==> src/rtl/fetch_pc_if.sv <==
// Bundles the branch-resolution, instruction-memory and decode channels seen by fetch_pc_unit.
// The master modport is the fetch unit's side. The slave modport is the surrounding pipeline and memory.
interface fetch_pc_if;
    logic        br_valid;
    logic        br_taken;
    logic        br_is_jump;
    logic        br_is_jalr;
    logic [31:0] br_pc;
    logic [31:0] br_imm;
    logic [31:0] br_rs1;

    logic        imem_req_valid;
    logic [31:0] imem_req_addr;
    logic        imem_req_ready;
    logic        imem_rsp_valid;
    logic [31:0] imem_rsp_data;

    logic        if_valid;
    logic [31:0] if_instr;
    logic [31:0] if_pc;
    logic        if_ready;

    logic        flush;
    logic        misalign_trap;
    logic [31:0] misalign_addr;

    modport master (
        input  br_valid, br_taken, br_is_jump, br_is_jalr, br_pc, br_imm, br_rs1,
        output imem_req_valid, imem_req_addr,
        input  imem_req_ready, imem_rsp_valid, imem_rsp_data,
        output if_valid, if_instr, if_pc,
        input  if_ready,
        output flush, misalign_trap, misalign_addr
    );

    modport slave (
        output br_valid, br_taken, br_is_jump, br_is_jalr, br_pc, br_imm, br_rs1,
        input  imem_req_valid, imem_req_addr,
        output imem_req_ready, imem_rsp_valid, imem_rsp_data,
        input  if_valid, if_instr, if_pc,
        output if_ready,
        input  flush, misalign_trap, misalign_addr
    );
endinterface

==> src/rtl/fetch_pc_unit.sv <==
// Instruction-fetch PC unit: one outstanding imem request, single-entry hold buffer toward decode,
// branch/jump redirect with a one-cycle flush, and a sticky trap on misaligned redirect targets.
module fetch_pc_unit #(
    parameter logic [31:0] RESET_PC = 32'h0000_0000
) (
    input  logic       clk,
    input  logic       rst,
    fetch_pc_if.master bus
);
    typedef enum logic [1:0] {FETCH, WAIT, HOLD, TRAP} state_t;

    state_t      state_reg, state_next;
    logic [31:0] pc_reg, pc_next;
    logic [31:0] req_pc_reg, req_pc_next;
    logic        kill_reg, kill_next;
    logic [31:0] if_instr_reg, if_instr_next;
    logic [31:0] if_pc_reg, if_pc_next;
    logic        flush_reg, flush_next;
    logic        trap_reg, trap_next;
    logic [31:0] misalign_addr_reg, misalign_addr_next;

    logic [31:0] target;
    logic        redirect;

    // JALR drops bit 0 of the sum. Bit 1 is left in place so that the misalignment check can see it.
    always_comb begin
        if (bus.br_is_jalr) begin
            target = (bus.br_rs1 + bus.br_imm) & 32'hFFFF_FFFE;
        end else begin
            target = bus.br_pc + bus.br_imm;
        end
    end

    assign redirect = bus.br_valid && (bus.br_is_jump || bus.br_taken) && (state_reg != TRAP);

    always_ff @(posedge clk) begin
        if (rst) begin
            state_reg         <= FETCH;
            pc_reg            <= RESET_PC;
            req_pc_reg        <= 32'h0;
            kill_reg          <= 1'b0;
            if_instr_reg      <= 32'h0;
            if_pc_reg         <= 32'h0;
            flush_reg         <= 1'b0;
            trap_reg          <= 1'b0;
            misalign_addr_reg <= 32'h0;
        end else begin
            state_reg         <= state_next;
            pc_reg            <= pc_next;
            req_pc_reg        <= req_pc_next;
            kill_reg          <= kill_next;
            if_instr_reg      <= if_instr_next;
            if_pc_reg         <= if_pc_next;
            flush_reg         <= flush_next;
            trap_reg          <= trap_next;
            misalign_addr_reg <= misalign_addr_next;
        end
    end

    always_comb begin
        state_next         = state_reg;
        pc_next            = pc_reg;
        req_pc_next        = req_pc_reg;
        kill_next          = kill_reg;
        if_instr_next      = if_instr_reg;
        if_pc_next         = if_pc_reg;
        flush_next         = 1'b0;
        trap_next          = trap_reg;
        misalign_addr_next = misalign_addr_reg;

        if (redirect && (target[1:0] != 2'b00)) begin
            state_next         = TRAP;
            trap_next          = 1'b1;
            misalign_addr_next = target;
            flush_next         = 1'b1;
            kill_next          = 1'b0;
            if_instr_next      = 32'h0;
            if_pc_next         = 32'h0;
        end else if (redirect) begin
            pc_next    = target;
            flush_next = 1'b1;
            unique case (state_reg)
                FETCH: begin
                    // A request accepted in this cycle is already in flight, so its response must be dropped.
                    if (bus.imem_req_ready) begin
                        state_next = WAIT;
                        kill_next  = 1'b1;
                    end
                end
                WAIT: begin
                    if (bus.imem_rsp_valid) begin
                        state_next = FETCH;
                        kill_next  = 1'b0;
                    end else begin
                        kill_next = 1'b1;
                    end
                end
                HOLD:    state_next = FETCH;
                default: state_next = state_reg;
            endcase
        end else begin
            unique case (state_reg)
                FETCH: begin
                    if (bus.imem_req_ready) begin
                        req_pc_next = pc_reg;
                        pc_next     = pc_reg + 32'd4;
                        state_next  = WAIT;
                    end
                end
                WAIT: begin
                    if (bus.imem_rsp_valid) begin
                        if (kill_reg) begin
                            kill_next  = 1'b0;
                            state_next = FETCH;
                        end else begin
                            if_instr_next = bus.imem_rsp_data;
                            if_pc_next    = req_pc_reg;
                            state_next    = HOLD;
                        end
                    end
                end
                HOLD: begin
                    if (bus.if_ready) state_next = FETCH;
                end
                default: state_next = state_reg;
            endcase
        end
    end

    assign bus.imem_req_valid = (state_reg == FETCH) && !rst;
    assign bus.imem_req_addr  = (state_reg == TRAP) ? 32'h0 : pc_reg;
    assign bus.if_valid       = (state_reg == HOLD);
    assign bus.if_instr       = if_instr_reg;
    assign bus.if_pc          = if_pc_reg;
    assign bus.flush          = flush_reg;
    assign bus.misalign_trap  = trap_reg;
    assign bus.misalign_addr  = misalign_addr_reg;
endmodule

==> src/flat_wrapper.sv <==
// flat-port wrapper written by rule: the top's interface ports become plain ports
module fetch_pc_unit_flat 
#(
    parameter logic [31:0] RESET_PC = 32'h0000_0000
)
  (clk, rst, bus_br_valid, bus_br_taken, bus_br_is_jump, bus_br_is_jalr, bus_br_pc, bus_br_imm, bus_br_rs1, bus_imem_req_valid, bus_imem_req_addr, bus_imem_req_ready, bus_imem_rsp_valid, bus_imem_rsp_data, bus_if_valid, bus_if_instr, bus_if_pc, bus_if_ready, bus_flush, bus_misalign_trap, bus_misalign_addr);
  fetch_pc_if bus_i ();
  input  logic clk;
  input  logic rst;
  input wire logic [$bits(bus_i.br_valid)-1:0] bus_br_valid;
  input wire logic [$bits(bus_i.br_taken)-1:0] bus_br_taken;
  input wire logic [$bits(bus_i.br_is_jump)-1:0] bus_br_is_jump;
  input wire logic [$bits(bus_i.br_is_jalr)-1:0] bus_br_is_jalr;
  input wire logic [$bits(bus_i.br_pc)-1:0] bus_br_pc;
  input wire logic [$bits(bus_i.br_imm)-1:0] bus_br_imm;
  input wire logic [$bits(bus_i.br_rs1)-1:0] bus_br_rs1;
  output wire logic [$bits(bus_i.imem_req_valid)-1:0] bus_imem_req_valid;
  output wire logic [$bits(bus_i.imem_req_addr)-1:0] bus_imem_req_addr;
  input wire logic [$bits(bus_i.imem_req_ready)-1:0] bus_imem_req_ready;
  input wire logic [$bits(bus_i.imem_rsp_valid)-1:0] bus_imem_rsp_valid;
  input wire logic [$bits(bus_i.imem_rsp_data)-1:0] bus_imem_rsp_data;
  output wire logic [$bits(bus_i.if_valid)-1:0] bus_if_valid;
  output wire logic [$bits(bus_i.if_instr)-1:0] bus_if_instr;
  output wire logic [$bits(bus_i.if_pc)-1:0] bus_if_pc;
  input wire logic [$bits(bus_i.if_ready)-1:0] bus_if_ready;
  output wire logic [$bits(bus_i.flush)-1:0] bus_flush;
  output wire logic [$bits(bus_i.misalign_trap)-1:0] bus_misalign_trap;
  output wire logic [$bits(bus_i.misalign_addr)-1:0] bus_misalign_addr;
  assign bus_i.br_valid = bus_br_valid;
  assign bus_i.br_taken = bus_br_taken;
  assign bus_i.br_is_jump = bus_br_is_jump;
  assign bus_i.br_is_jalr = bus_br_is_jalr;
  assign bus_i.br_pc = bus_br_pc;
  assign bus_i.br_imm = bus_br_imm;
  assign bus_i.br_rs1 = bus_br_rs1;
  assign bus_imem_req_valid = bus_i.imem_req_valid;
  assign bus_imem_req_addr = bus_i.imem_req_addr;
  assign bus_i.imem_req_ready = bus_imem_req_ready;
  assign bus_i.imem_rsp_valid = bus_imem_rsp_valid;
  assign bus_i.imem_rsp_data = bus_imem_rsp_data;
  assign bus_if_valid = bus_i.if_valid;
  assign bus_if_instr = bus_i.if_instr;
  assign bus_if_pc = bus_i.if_pc;
  assign bus_i.if_ready = bus_if_ready;
  assign bus_flush = bus_i.flush;
  assign bus_misalign_trap = bus_i.misalign_trap;
  assign bus_misalign_addr = bus_i.misalign_addr;
  fetch_pc_unit #(.RESET_PC(RESET_PC)) u_core (.clk(clk), .rst(rst), .bus(bus_i));
endmodule
==> config.mk <==
export PLATFORM = sky130hd
export DESIGN_NAME = fetch_pc_unit_flat
export DESIGN_NICKNAME = d
export VERILOG_FILES = /design/src/rtl/fetch_pc_if.sv /design/src/rtl/fetch_pc_unit.sv /design/src/flat_wrapper.sv
export SDC_FILE = /design/constraint.sdc
export NUM_CORES = 1
export LEC_CHECK = 0
export ABC_AREA = 1
export CELL_PAD_IN_SITES_DETAIL_PLACEMENT = 1
export CELL_PAD_IN_SITES_GLOBAL_PLACEMENT = 1
export CORE_MARGIN = 2
export CORE_UTILIZATION = 35
export DETAILED_ROUTE_END_ITERATION = 10
export HOLD_SLACK_MARGIN = 0.06
export PLACE_DENSITY_LB_ADDON = 0.3
export SYNTH_ARGS = -nofsm -noshare
export SYNTH_HDL_FRONTEND = slang
export SYNTH_SLANG_ARGS = --single-unit
==> constraint.sdc <==
create_clock -name clk -period 2.5 [get_ports clk]
set_input_delay 0.5 -clock clk [delete_from_list [all_inputs] [get_ports clk]]
set_output_delay 0.5 -clock clk [all_outputs]
set_load 0.005 [all_outputs]
==> results.py <==
metrics = {
    "run_status": {
        "status": "complete, but fails checks",
        "violations": "setup timing",
    },
    "synthesis": {
        "ys_seq_elements": 165,
        "synth_nets": 2094,
        "ys_seq_area_frac": 0.2864,
        "ys_warn_count": 0,
        "synth-edff-count": 0,
        "synth.area.top_cells": "dfxtp_1 29%, nand2_1 16%, a21oi_1 9.4%",
        "yosysTopAreaCellShare": 0.2864,
        "async_flop_share": 0,
        "yosys.area.top_type": "dfxtp_1",
        "syn_area_mm2": 0.01153,
        "syn_avg_cell_area_um2": 6.110,
        "synth_cell_types": 44,
        "netlist_instances": 1888,
        "ys.flop_type": "dfxtp_1",
    },
    "hold_path": {
        "hold_end": "u_core.bus.if_pc[20]",
        "hp-start": "u_core.req_pc_reg[20]",
        "hold_class": "reg -> reg",
        "whs_path_depth": 2,
    },
    "place": {
        "post-place-ws_ns": -0.4398,
        "gp_congestion": 0.9066,
        "dpl.hpwl_um": 37300,
        "port-buffer-count": 268,
        "dp_cells": 2690,
    },
    "sta": {
        "fmax_mhz": 398.5,
        "worstMarginPinSlew_ns": 0.4540,
        "relSlewSlack": 0.6941,
        "setup_viol": 1,
        "hold_viol": 0,
        "slew_violations": 0,
        "clock_skew_ns": 0.01897,
        "period_share": 1.004,
        "setup_slack_ns": -0.009170,
        "min_period_ns": 2.509,
        "rsz0062_at_grt": "true",
    },
    "cts": {
        "clk_pin_slew_worst_paths_ns": 0.07,
        "cts_max_path_buffers": 2,
        "htree_levels": 4,
        "cts_tree": "built",
        "cts_buffers": 17,
        "cts_sinks": 165,
        "clkLatencyLatePin_ns": 0.43,
        "clock-root-buffer": "clkbuf_16",
    },
    "final_layout": {
        "layout.nets": 2489,
        "stdcell_count": 2738,
        "diodes": 0,
        "syn2layout_area_growth_pct": 48.65,
        "drive_gt1_frac": 0.1381,
    },
    "setup_path": {
        "reg2reg_setup_slack_ns": 0.21,
        "slowest_delay_ns": 0.51,
        "arrival_ns": 2.86,
        "crit_fanout": 8,
        "required_ns": 2.85,
        "worst_path_max_delay_cell": "clkdlybuf4s50_1",
        "path_common_cell": "nand2_2",
        "r2r_start": "u_core.state_reg[1]",
        "start_kind": "input pin",
        "reg2reg_depth": 11,
        "crit_type": "in -> reg",
        "end_kind": "flop",
        "r2r-end": "u_core.bus.if_instr[28]",
        "path_cells": "clkdlybuf4s50_1 > fa_2 > nand2_2 > nand2_2 > a21oi_2 > inv_2 > nand2_2 > inv_2 > nor2_4 > buf_12 > clkbuf_16 > o21ai_0 > a21oi_1",
    },
    "drt": {
        "drcViolationCount": 0,
        "wire_per_inst_um": 18.03,
        "via_per_inst": 5.075,
        "via_count": 13900,
        "drtIter0Drc": 557,
        "drtAntennaViolNets": 0,
        "drtPass1Iterations": 5,
        "wirelength_um": 49370,
    },
    "global_route": {
        "grt.total_usage": 0.2630,
        "grt_pass1_wl_um": 71770,
        "grt_pass1_vias": 14030,
        "grt_overflow": 0,
        "grt_antenna_before_repair": 0,
        "grt_max_degree": 113,
    },
    "floorplan": {
        "io_pins": 269,
        "row_count": 66,
        "die_w_um": 185.5,
        "die_area_mm2": 0.03443,
        "core_mm2": 0.03254,
        "start_util": 0.3545,
        "die_h_um": 185.5,
    },
    "job": {
        "maxCapViolCount": 0,
    },
    "power": {
        "peakVddDrop_mv": 0.3592,
        "power_density_mw_per_mm2": 561.8,
        "leakage_nw": 7.958,
    },
}
per-stage QoR:
| step | hold slack (ns) | power, mW | utilization | instance area (um2) | TNS, ns |
|---|---|---|---|---|---|
| global route | 0.4757 | 10.20 | 0.5270 | 17150 | -0.7819 |
| detailed placement | 0.4475 | 6.755 | 0.4854 | 15790 | -45.89 |
| finish | 0.4571 | 9.632 | 0.5270 | 17150 | -0.009170 |
| floorplan | 0.4291 | 4.945 | - | 11530 | 0 |
| global placement | 0.4371 | 6.639 | 0.4854 | 15790 | -37.00 |
| CTS | 0.4570 | 9.396 | 0.5037 | 16390 | 0 |
cells in the final DEF, fill, tap and decap left out, types with 4 or more instances in the layout:
| master | instances |
|---|---|
| inv_8 | 4 |
| nand3_1 | 83 |
| inv_2 | 8 |
| inv_1 | 284 |
| nor3_2 | 4 |
| nor2_2 | 14 |
| dfxtp_1 | 164 |
| nor2_1 | 138 |
| clkbuf_16 | 22 |
| xor2_1 | 25 |
| nand2_1 | 490 |
| buf_12 | 11 |
| nand2_2 | 17 |
| nor3_1 | 27 |
| dlymetal6s2s_1 | 11 |
| o21ai_1 | 20 |
| o21ai_0 | 182 |
| a21oi_2 | 17 |
| a31oi_1 | 5 |
| nor2_4 | 6 |
| clkinv_8 | 4 |
| nand4_1 | 15 |
| buf_4 | 152 |
| ha_1 | 37 |
| clkdlybuf4s50_1 | 255 |
| o21bai_1 | 11 |
| nand3b_1 | 9 |
| a21oi_1 | 201 |
| nand3_2 | 4 |
| ha_2 | 8 |
| ha_4 | 22 |
area by class of cell:
class,instances,area [um2]
Clock buffer,18,439.2
Multi-Input combinational cell,1366,7332
Fill cell,4294,15390
Timing Repair Buffer,441,4262
Clock inverter,14,160.2
Tap cell,442,553.0
Sequential cell,165,3304
Inverter,292,1096
logic make-up after synthesis:
family                   synth area share
AO/OA/AOI/OAI                      0.2023
XOR/XNOR                          0.02050
adder cells (fa/ha/maj)           0.07615
AND/OR/NAND/NOR                    0.2957
buffers and inverters              0.1190
flip-flops                         0.2864
Yosys cell counts (12+ instances only):
| master | instances |
|---|---|
| a21oi_1 | 217 |
| buf_2 | 23 |
| clkbuf_1 | 35 |
| dfxtp_1 | 165 |
| ha_1 | 67 |
| inv_1 | 285 |
| nand2_1 | 503 |
| nand3_1 | 87 |
| nand4_1 | 15 |
| nor2_1 | 152 |
| nor3_1 | 28 |
| o21ai_0 | 191 |
| o21ai_1 | 12 |
| o21bai_1 | 12 |
| xor2_1 | 25 |
critical path, delay by kind of cell:
family | cells | cell delay, ns
fa+ha+maj | 1 | 0.48
compound gates | 3 | 0.44
simple gates | 4 | 0.42
buf+inv | 5 | 1.01
layer usage:
| layer | up-vias | GRT usage | wire length, um |
|---|---|---|---|
| li1 | 6851 | - | - |
| met1 | 6617 | 0.3269 | 20730 |
| met2 | 352 | 0.4763 | 25450 |
| met3 | 75 | 0.02270 | 1903 |
| met4 | 0 | 0.08819 | 1287 |
| met5 | - | 0 | 0 |
what timing repair did:
action,in CTS,in global routing
gates cloned,0,10
hold buffers,0,0
setup endpoints to repair,2,132
setup buffers,0,6
gates resized for setup,2,115
pin swaps,0,5
worst max-delay path by stage:
| stage | from | end | cells after the start |
|---|---|---|---|
| after floorplan | bus_br_imm[0] | u_core.bus.if_instr[16] | 13 |
| after global placement | bus_br_imm[1] | u_core.pc_reg[27] | 11 |
| after detailed placement | bus_br_imm[1] | u_core.bus.if_pc[24] | 12 |
| after CTS | bus_br_imm[0] | u_core.pc_reg[11] | 14 |
| after global routing | bus_br_pc[1] | u_core.bus.if_instr[28] | 13 |
| final | bus_br_rs1[1] | u_core.bus.if_instr[28] | 13 |
power breakdown:
part,total [mW],switching (mW),internal [mW]
Sequential,3.23,0.275,2.96
Clock,2.61,1.24,1.37
Combinational,3.79,2.06,1.73
Total,9.63,3.58,6.05
Power figures use the tool's default switching activity.
